`src/rtl/bayer_mosaic_pkg.sv`:
```
// ---------------------------------------------------------------------------
// bayer_mosaic_pkg
// Shared video definitions used by both the re-mosaicing and the demosaicing
// paths, so both ends agree on CFA phase, RGB byte packing and frame state.
//   - CFA pattern constants (RGGB, GRBG, GBRG, BGGR = 0..3)
//   - RGB byte-lane offsets inside a 24-bit pixel {R, G, B}
//   - frame state encoding
//   - helpers: CFA phase flips for a pattern, per-site sample selection
// ---------------------------------------------------------------------------
package bayer_mosaic_pkg;

  localparam logic [1:0] CFA_RGGB = 2'd0;
  localparam logic [1:0] CFA_GRBG = 2'd1;
  localparam logic [1:0] CFA_GBRG = 2'd2;
  localparam logic [1:0] CFA_BGGR = 2'd3;

  localparam int R_LSB = 16;
  localparam int G_LSB = 8;
  localparam int B_LSB = 0;

  typedef enum logic {
    ST_WAIT_SOF = 1'b0,
    ST_ACTIVE   = 1'b1
  } frame_state_t;

  // Returns {row_flip, col_flip}: how the RGGB reference grid is shifted to
  // produce the requested pattern.
  function automatic logic [1:0] cfa_phase(input logic [1:0] pattern);
    logic [1:0] flips;
    flips = 2'b00;
    case (pattern)
      CFA_RGGB: flips = 2'b00;
      CFA_GRBG: flips = 2'b01;
      CFA_GBRG: flips = 2'b10;
      CFA_BGGR: flips = 2'b11;
      default:  flips = 2'b00;
    endcase
    return flips;
  endfunction

  // Picks the colour plane for one site of the RGGB reference grid:
  // (0,0) red, (1,1) blue, the two diagonal sites green.
  function automatic logic [7:0] cfa_sample(input logic [23:0] rgb,
                                            input logic        pr,
                                            input logic        pc);
    logic [7:0] sample;
    sample = rgb[G_LSB +: 8];
    case ({pr, pc})
      2'b00:   sample = rgb[R_LSB +: 8];
      2'b11:   sample = rgb[B_LSB +: 8];
      default: sample = rgb[G_LSB +: 8];
    endcase
    return sample;
  endfunction

endpackage

```
`src/rtl/bayer_pos_counter.sv`:
```
// ---------------------------------------------------------------------------
// bayer_pos_counter
// Tracks the raster position of each accepted beat and the frame state.
// Ports:
//   clk, rst          clock, asynchronous active-low reset
//   beat_valid        input beat valid
//   beat_sof          start-of-frame marker of the beat (tuser)
//   beat_eol          end-of-line marker of the beat (tlast)
//   row_lsb, col_lsb  position parity of the current beat (after SOF resync)
//   frame_active      current beat is accepted and must be emitted
//   err_sof           current beat carries SOF away from (0,0)
//   err_eol           current beat ends a line at the wrong length
// All outputs describe the beat presented this cycle; the top registers them.
// ---------------------------------------------------------------------------
module bayer_pos_counter
  import bayer_mosaic_pkg::*;
#(
  parameter int Nrows = 349,
  parameter int Ncol  = 349
) (
  input  logic clk,
  input  logic rst,
  input  logic beat_valid,
  input  logic beat_sof,
  input  logic beat_eol,
  output logic row_lsb,
  output logic col_lsb,
  output logic frame_active,
  output logic err_sof,
  output logic err_eol
);

  localparam int ROW_W = (Nrows > 1) ? $clog2(Nrows) : 1;
  localparam int COL_W = (Ncol  > 1) ? $clog2(Ncol)  : 1;
  localparam logic [ROW_W-1:0] ROW_LAST = ROW_W'(Nrows - 1);
  localparam logic [COL_W-1:0] COL_LAST = COL_W'(Ncol - 1);

  frame_state_t     state;
  logic [ROW_W-1:0] row;
  logic [COL_W-1:0] col;

  logic [ROW_W-1:0] eff_row;
  logic [COL_W-1:0] eff_col;
  logic             at_col_last;
  logic             line_end;

  // A SOF beat always counts as (0,0), whether it opens a frame or
  // resynchronises one in progress; the stored position is only used
  // otherwise. A line ends on tlast or on reaching the last column, and an
  // error is flagged whenever those two disagree.
  always_comb begin
    frame_active = beat_valid && ((state == ST_ACTIVE) || beat_sof);
    eff_row      = beat_sof ? '0 : row;
    eff_col      = beat_sof ? '0 : col;
    at_col_last  = (eff_col == COL_LAST);
    line_end     = beat_eol || at_col_last;
    row_lsb      = eff_row[0];
    col_lsb      = eff_col[0];
    err_sof      = frame_active && (state == ST_ACTIVE) && beat_sof &&
                   ((row != '0) || (col != '0));
    err_eol      = frame_active && (beat_eol != at_col_last);
  end

  // Position and frame state advance only on accepted beats; finishing the
  // last line drops back to waiting for the next SOF.
  always_ff @(posedge clk or negedge rst) begin
    if (!rst) begin
      state <= ST_WAIT_SOF;
      row   <= '0;
      col   <= '0;
    end else if (frame_active) begin
      if (line_end) begin
        col <= '0;
        if (eff_row == ROW_LAST) begin
          row   <= '0;
          state <= ST_WAIT_SOF;
        end else begin
          row   <= eff_row + 1'b1;
          state <= ST_ACTIVE;
        end
      end else begin
        col   <= eff_col + 1'b1;
        row   <= eff_row;
        state <= ST_ACTIVE;
      end
    end
  end

endmodule

```
`src/rtl/bayer_mosaic.sv`:
```
// ---------------------------------------------------------------------------
// bayer_mosaic
// Converts a 24-bit RGB AXI-Stream frame into an 8-bit Bayer (CFA) stream,
// one sample per pixel, with one cycle of latency. No backpressure.
// Parameters: Nrows (lines/frame), Ncol (pixels/line), PATTERN (CFA phase,
//   0 RGGB, 1 GRBG, 2 GBRG, 3 BGGR).
// Ports:
//   clk, rst                         clock, asynchronous active-low reset
//   s_axis_tvalid/tuser/tlast/tdata  RGB input, tdata = {R, G, B}
//   m_axis_tvalid/tuser/tlast/tdata  Bayer output, tdata = selected sample
//   err_sof                          pulse: tuser seen away from (0,0)
//   err_eol                          pulse: line length mismatch
// ---------------------------------------------------------------------------
module bayer_mosaic
  import bayer_mosaic_pkg::*;
#(
  parameter int         Nrows   = 349,
  parameter int         Ncol    = 349,
  parameter logic [1:0] PATTERN = CFA_RGGB
) (
  input  logic        clk,
  input  logic        rst,
  input  logic        s_axis_tvalid,
  input  logic        s_axis_tuser,
  input  logic        s_axis_tlast,
  input  logic [23:0] s_axis_tdata,
  output logic        m_axis_tvalid,
  output logic        m_axis_tuser,
  output logic        m_axis_tlast,
  output logic [7:0]  m_axis_tdata,
  output logic        err_sof,
  output logic        err_eol
);

  localparam logic [1:0] PHASE = cfa_phase(PATTERN);

  logic row_lsb;
  logic col_lsb;
  logic frame_active;
  logic beat_err_sof;
  logic beat_err_eol;

  bayer_pos_counter #(
    .Nrows (Nrows),
    .Ncol  (Ncol)
  ) u_pos (
    .clk          (clk),
    .rst          (rst),
    .beat_valid   (s_axis_tvalid),
    .beat_sof     (s_axis_tuser),
    .beat_eol     (s_axis_tlast),
    .row_lsb      (row_lsb),
    .col_lsb      (col_lsb),
    .frame_active (frame_active),
    .err_sof      (beat_err_sof),
    .err_eol      (beat_err_eol)
  );

  // Output stage: markers and error pulses follow the beat that caused them,
  // while the sample register only loads on emitted beats so tdata holds its
  // last value through gaps and dropped input.
  always_ff @(posedge clk or negedge rst) begin
    if (!rst) begin
      m_axis_tvalid <= 1'b0;
      m_axis_tuser  <= 1'b0;
      m_axis_tlast  <= 1'b0;
      m_axis_tdata  <= 8'd0;
      err_sof       <= 1'b0;
      err_eol       <= 1'b0;
    end else begin
      m_axis_tvalid <= frame_active;
      m_axis_tuser  <= frame_active && s_axis_tuser;
      m_axis_tlast  <= frame_active && s_axis_tlast;
      err_sof       <= beat_err_sof;
      err_eol       <= beat_err_eol;
      if (frame_active) begin
        m_axis_tdata <= cfa_sample(s_axis_tdata,
                                   row_lsb ^ PHASE[1],
                                   col_lsb ^ PHASE[0]);
      end
    end
  end

endmodule

```
`config.mk`:
```
export PLATFORM = sky130hd
export DESIGN_NAME = bayer_mosaic
export DESIGN_NICKNAME = d
export VERILOG_FILES = /design/src/rtl/bayer_mosaic_pkg.sv /design/src/rtl/bayer_pos_counter.sv /design/src/rtl/bayer_mosaic.sv
export SDC_FILE = /design/constraint.sdc
export NUM_CORES = 1
export LEC_CHECK = 0
export ABC_AREA = 1
export CAP_MARGIN = 20
export CORE_ASPECT_RATIO = 0.6
export CORE_MARGIN = 1
export CORE_UTILIZATION = 45
export CTS_BUF_LIST = sky130_fd_sc_hd__clkbuf_8
export DETAILED_ROUTE_END_ITERATION = 10
export PLACE_DENSITY = 0.81
export SETUP_SLACK_MARGIN = 0.15
export SYNTH_ARGS = -nofsm -noshare
export SYNTH_HDL_FRONTEND = slang
export SYNTH_SLANG_ARGS = --single-unit
```
`constraint.sdc`:
```
create_clock -name clk -period 2.3 [get_ports clk]
set_clock_uncertainty 0.2 [all_clocks]
set_input_delay 0.46 -clock clk [delete_from_list [all_inputs] [get_ports clk]]
set_output_delay 0.46 -clock clk [all_outputs]
set_load 0.02 [all_outputs]
```
## Yosys cells after proc, flatten, opt, wreduce, memory -nomap -nowiden

Cells that the tools add are included.

- Register bits: 32
- Input bits: 29
- Output and inout port bits: 13
- Word-level logic and storage cells: 36

- $add $sub $neg: 2
- Equal/unequal tests: 4
- Mux-type cells: 8
- Reductions and logical operators: 13

Operator list:

| kind | count |
|---|---|
| $mux W9 | 5 |
| $add A9 B1 Y9 const B | 2 |
| $eq A9 B9 Y1 const B | 2 |
| $reduce_bool A9 Y1 | 2 |
| $pmux W8 S2 | 1 |
| $logic_and A1 B1 Y1 | 7 |
| $logic_or A1 B1 Y1 | 3 |
| $eq A2 B2 Y1 const B | 1 |
| $logic_not A2 Y1 | 1 |
| $mux W1 | 2 |
| $ne A1 B1 Y1 | 1 |

## Logic depth before layout (Yosys ltp)

- Depth in word-level cells: 5
- Mapped depth: 15
- Gate-level depth less buffers: 13

## Cells and area by module

Synthesis repeated with hierarchy kept, for this count alone.

- Cells, all modules: 277
- Area total of the unflattened synthesis: 1,973.1 um^2

Modules (own cells, without submodules):

| module | times used | cells an instance | area each (um^2) | sequential area each (um^2) |
|---|---|---|---|---|
| bayer_pos_counter | 1 | 186 | 1,296.2 | 475.5 |
| bayer_mosaic | 1 | 91 | 676.9 | 325.3 |

## Worst setup path after synthesis

OpenSTA, ideal clock, no wires.

- Kind: input to register
- Start point: input s_axis_tuser
- End point: register u_pos.row[8]
- Setup time: 0.118 ns
- Arrival: 1.904 ns
- Required time: 1.982 ns
- Path slack: 0.078 ns
- Cell stages on the path: 15
- Path buffers: 2
- Cells stage by stage: buf_6 > inv_12 > buf_12 > nand2_1 > nor3_1 > nand4_1 > ha_1 > inv_1 > nand3_1 > nor2_1 > nand2_1 > nand2_2 > inv_2 > nand3_1 > nand2_1

- Word-level cells in the longest chain between the ends: 4
- Elaborated cells between the ends (all ways): 10
- Classes of those cells: 1 x add/sub; 2 x eq/ne; 4 x mux; 3 x reduce/logical

Ends and longest elaborated chain:

| what | line | source |
|---|---|---|
| from (decl) | bayer_mosaic.sv:24 | `input logic s_axis_tuser,` |
| $mux W9, on equally long branches | bayer_pos_counter.sv:53, bayer_pos_counter.sv:54 |  |
| $add A9 B1 Y9 (tied with other cells) | bayer_pos_counter.sv:78 | `row <= eff_row + 1'b1;` |
| $mux W9 / $logic_or A1 B1 Y1 (equally long branches) | bayer_pos_counter.sv:74, bayer_pos_counter.sv:56 |  |
| $mux W9 | bayer_pos_counter.sv:72 | `if (line_end) begin` |
| to (signal assigned) | bayer_pos_counter.sv:78 |  |
| to (signal assigned) | bayer_pos_counter.sv:83 | `row <= eff_row;` |
| to (decl) | bayer_pos_counter.sv:39 | `logic [ROW_W-1:0] row;` |

Several ways; a longest one is shown, not always the timed one.
A chain may end at the register's enable or synchronous reset.

## Worst setup path after layout

- Start point: register u_pos.col[7]
- End point: register u_pos.row[6]

- Word-level cells in the longest chain between the ends: 4

Ends and longest elaborated chain:

| what | line | source |
|---|---|---|
| from (decl) | bayer_pos_counter.sv:40 | `logic [COL_W-1:0] col;` |
| from (signal assigned) | bayer_pos_counter.sv:82 | `col <= eff_col + 1'b1;` |
| $mux W9 | bayer_pos_counter.sv:54 | `eff_col = beat_sof ? '0 : col;` |
| $eq A9 B9 Y1 | bayer_pos_counter.sv:55 | `at_col_last = (eff_col == COL_LAST);` |
| $logic_or A1 B1 Y1 | bayer_pos_counter.sv:56 | `line_end = beat_eol \|\| at_col_last;` |
| $mux W9 | bayer_pos_counter.sv:72 |  |

Every way passes these cells.

==> impl_metrics.ini <==
[run_status]
outcome = completed

[die]
initial_core_util_pct = 47.5
core-area_um2 = 4170
die_y_um = 53.4
num_io_pins = 42
die_area_um2 = 4670
num_rows = 18
die_x_um = 87.6

[synth]
synthesis.nets = 295
seq_area_frac_synth_pct = 40.5
synthMuxAreaShare_pct = 0
ys_seq_elements = 32
syn-cell-area_um2 = 1980
synth_adder_area_share_pct = 1.27
synth_top_family_by_area = simple AND/OR/NAND/NOR gates
synth_warnings = 0
syn-mean-instance-area_um2 = 7.49
synth_compound_area_share_pct = 10.2
synth.distinct_cells = 29
yosys.area_share.simple_pct = 36.7
syn_inst = 264
synth_xor_area_share_pct = 0

[setup_path]
cpMostUsedCell = nand4_1
worstPathArrival_ns = 2.11
max_stage_delay_ns = 0.41
path_cells = nor4_2, nand4_1, ha_4, nor3_4, nand4_1, nand3_2, nand2_1
crit_buf_inv = 0
worstSetupPathType = flop to flop
crit_path_top_delay_cell = dfrtp_1
required_ns = 2.28
cp-end-kind = flop
r2r_setup_slack_ns = 0.17
cp-start-kind = flop
cp_top_family = simple AND/OR/NAND/NOR gates
critPathMaxFanout = 7

[pwr]
intPower_uw = 1050
power.leakage_uw = 0.00125
seq_power_share_pct = 42.6
p_sw_uw = 488
irDropWorstVdd_mv = 0.376
pwr_density_cell_nw_per_um2 = 572
switching_share_pct = 31.7
p_comb_share_pct = 27.1
clkPwrFrac_pct = 30.3

[sta]
period_share_pct = 92.7
hold_viol_final = 0
max_freq_ghz = 0.469
finalSetupViolCount = 0
maxSlewHeadroom_pct = 65.4
tightest_slew_ns = 0.518
rsz0062_at_grt = true
slew_viol_final = 0
fin_crit_ns = 2.13
finalSetupTns_ns = 0

[clock_tree]
htree_levels = 2
cts-root-buf = clkbuf_8
clk_latency_ns = 0.29
numCtsBuffers = 5
clockBufferDepth = 2
cts_hold_buf = 0
numClockSinks = 32
clk_pin_slew_worst_paths_ns = 0.07
cts_tree = built

[cells_and_area]
fin_nets = 351
drive_gt1_share_pct = 18.4
mostFrequentLayoutCells = nand2_1, clkdlybuf4s50_1, inv_1
syn_to_final_growth_pct = 35.9
diodes = 0
stdcell_area_um2 = 2690
final_common_cell = nand2_1

[drt]
dr.pass1.iters = 4
dr.first_iter.drc_count = 95
wl_met2_mm = 2.31
postRouteAntennaNets = 0
wl_met1_mm = 2.45
drt_wl_total_mm = 5.07
drc = 0
wl_met3_um = 266
dr.max_layer_used = met4
num_vias = 1922
vias_per_cell = 5.04
routedWlPerCell_um = 13.3

[global_route]
overflow = 0
grt_pass1_vias = 1891
grt_pass1_wl_mm = 8.65
grt_max_degree = 33
antenna_found_initial = 0
grt_usage_pct = 25.1

[placement]
gp_congestion = 0.884
placedInstanceArea_um2 = 2520
dp_hpwl_mm = 3.79
place.port_buffers = 41

[min_path]
hold_path_class = flop to flop

[flow_run]
maxCapViolCount = 0
==> state kept, by name, summed over array words and instances (netlist names) <==
signal / count
m_axis_tdata: 8
m_axis_tuser: 1
m_axis_tlast: 1
err_eol: 1
err_sof: 1
u_pos.col: 9
m_axis_tvalid: 1
u_pos.row: 9
u_pos.state: 1
==> power by group through the flow <==
stage	Sequential [µW]	Clock (µW)	Combinational, µW
2_1_floorplan	708	0	176
3_3_place_gp	664	0	396
3_5_place_dp	665	0	405
4_1_cts	655	477	417
5_1_grt	662	500	454
6_report	655	467	417
==> cell usage after synthesis <==
master / number / area (µm²)
nor2_2: 4 / 25.0
nand3b_1: 1 / 7.51
nand3_1: 30 / 150
buf_2: 5 / 25.0
nand3_2: 2 / 20.0
ha_1: 2 / 25.0
dfrtp_1: 32 / 801
o22a_1: 8 / 70.1
nor3_1: 4 / 20.0
inv_12: 1 / 16.3
o22ai_1: 3 / 18.8
inv_1: 35 / 131
nand3_4: 2 / 35.0
o21ai_2: 2 / 17.5
nor2_1: 25 / 93.8
nor3_4: 1 / 16.3
nand2_1: 70 / 263
nor4_1: 1 / 6.26
inv_2: 5 / 18.8
nand2_4: 1 / 11.3
o21ai_4: 1 / 16.3
nand4_1: 6 / 37.5
o21ai_1: 3 / 15.0
buf_12: 1 / 20.0
o21ai_0: 11 / 55.1
nand2_2: 3 / 18.8
nor2_4: 2 / 22.5
a21oi_1: 2 / 10.0
buf_6: 1 / 11.3
==> worst paths after layout <==
kind	startpoint	to	cells after the start
min reg2reg	m_axis_tdata[6]$_DFFE_PN0N_	m_axis_tdata[6]$_DFFE_PN0N_	1
max in group asynchronous	rst	u_pos.col[0]$_DFFE_PN0N_	2
min in group asynchronous	rst	m_axis_tdata[5]$_DFFE_PN0N_	2
max reg2reg	u_pos.col[7]$_DFFE_PN0N_	u_pos.row[6]$_DFFE_PN0N_	7
min	m_axis_tdata[6]$_DFFE_PN0N_	m_axis_tdata[6]$_DFFE_PN0N_	1
max	u_pos.col[7]$_DFFE_PN0N_	u_pos.row[6]$_DFFE_PN0N_	7
==> final cells by class <==
type,instances,area (µm²)
clock buffer,6,82.6
clock inverter,2,15.0
fill,366,1480
inverter,41,169
multi-input combinational,184,1010
sequential,32,802
tap,60,75.1
timing repair buffer,56,534
==> kinds of logic (layout without fill, tap and decap cells) <==
group,count (synthesis),count (layout)
AOI/OAI and AO/OA,30,30
adders and majority gates,2,2
buffers and inverters,48,105
DFF,32,32
and+or+nand+nor,152,152
==> per-stage QoR <==
stage / power [µW] / utilization, % / std cells / hold slack [ns] / setup WS [ns]
floorplan: 884 / - / 264 / -0.0356 / 0.177
global placement: 1060 / 60.5 / 369 / 0.292 / -0.226
detailed placement: 1070 / 60.5 / 369 / 0.296 / -0.312
CTS: 1550 / 63.9 / 381 / 0.312 / 0.149
global route: 1620 / 64.5 / 381 / 0.339 / 0.0598
finish: 1540 / 64.5 / 381 / 0.305 / 0.169
==> routing by layer <==
| layer | global-route usage (%) | vias up |
|---|---|---|
| met1 | 34.2 | 904 |
| met4 | 6.83 | 0 |
| li1 | - | 968 |
| met5 | 0 | - |
| met3 | 5.62 | 6 |
| met2 | 40.5 | 44 |
==> timing repair <==
action	in CTS	in global routing
gates resized for setup	7	6
setup endpoints to repair	16	9
pin swaps	9	9
setup buffers	4	0
No activity file was read; power rests on OpenSTA's default activity.
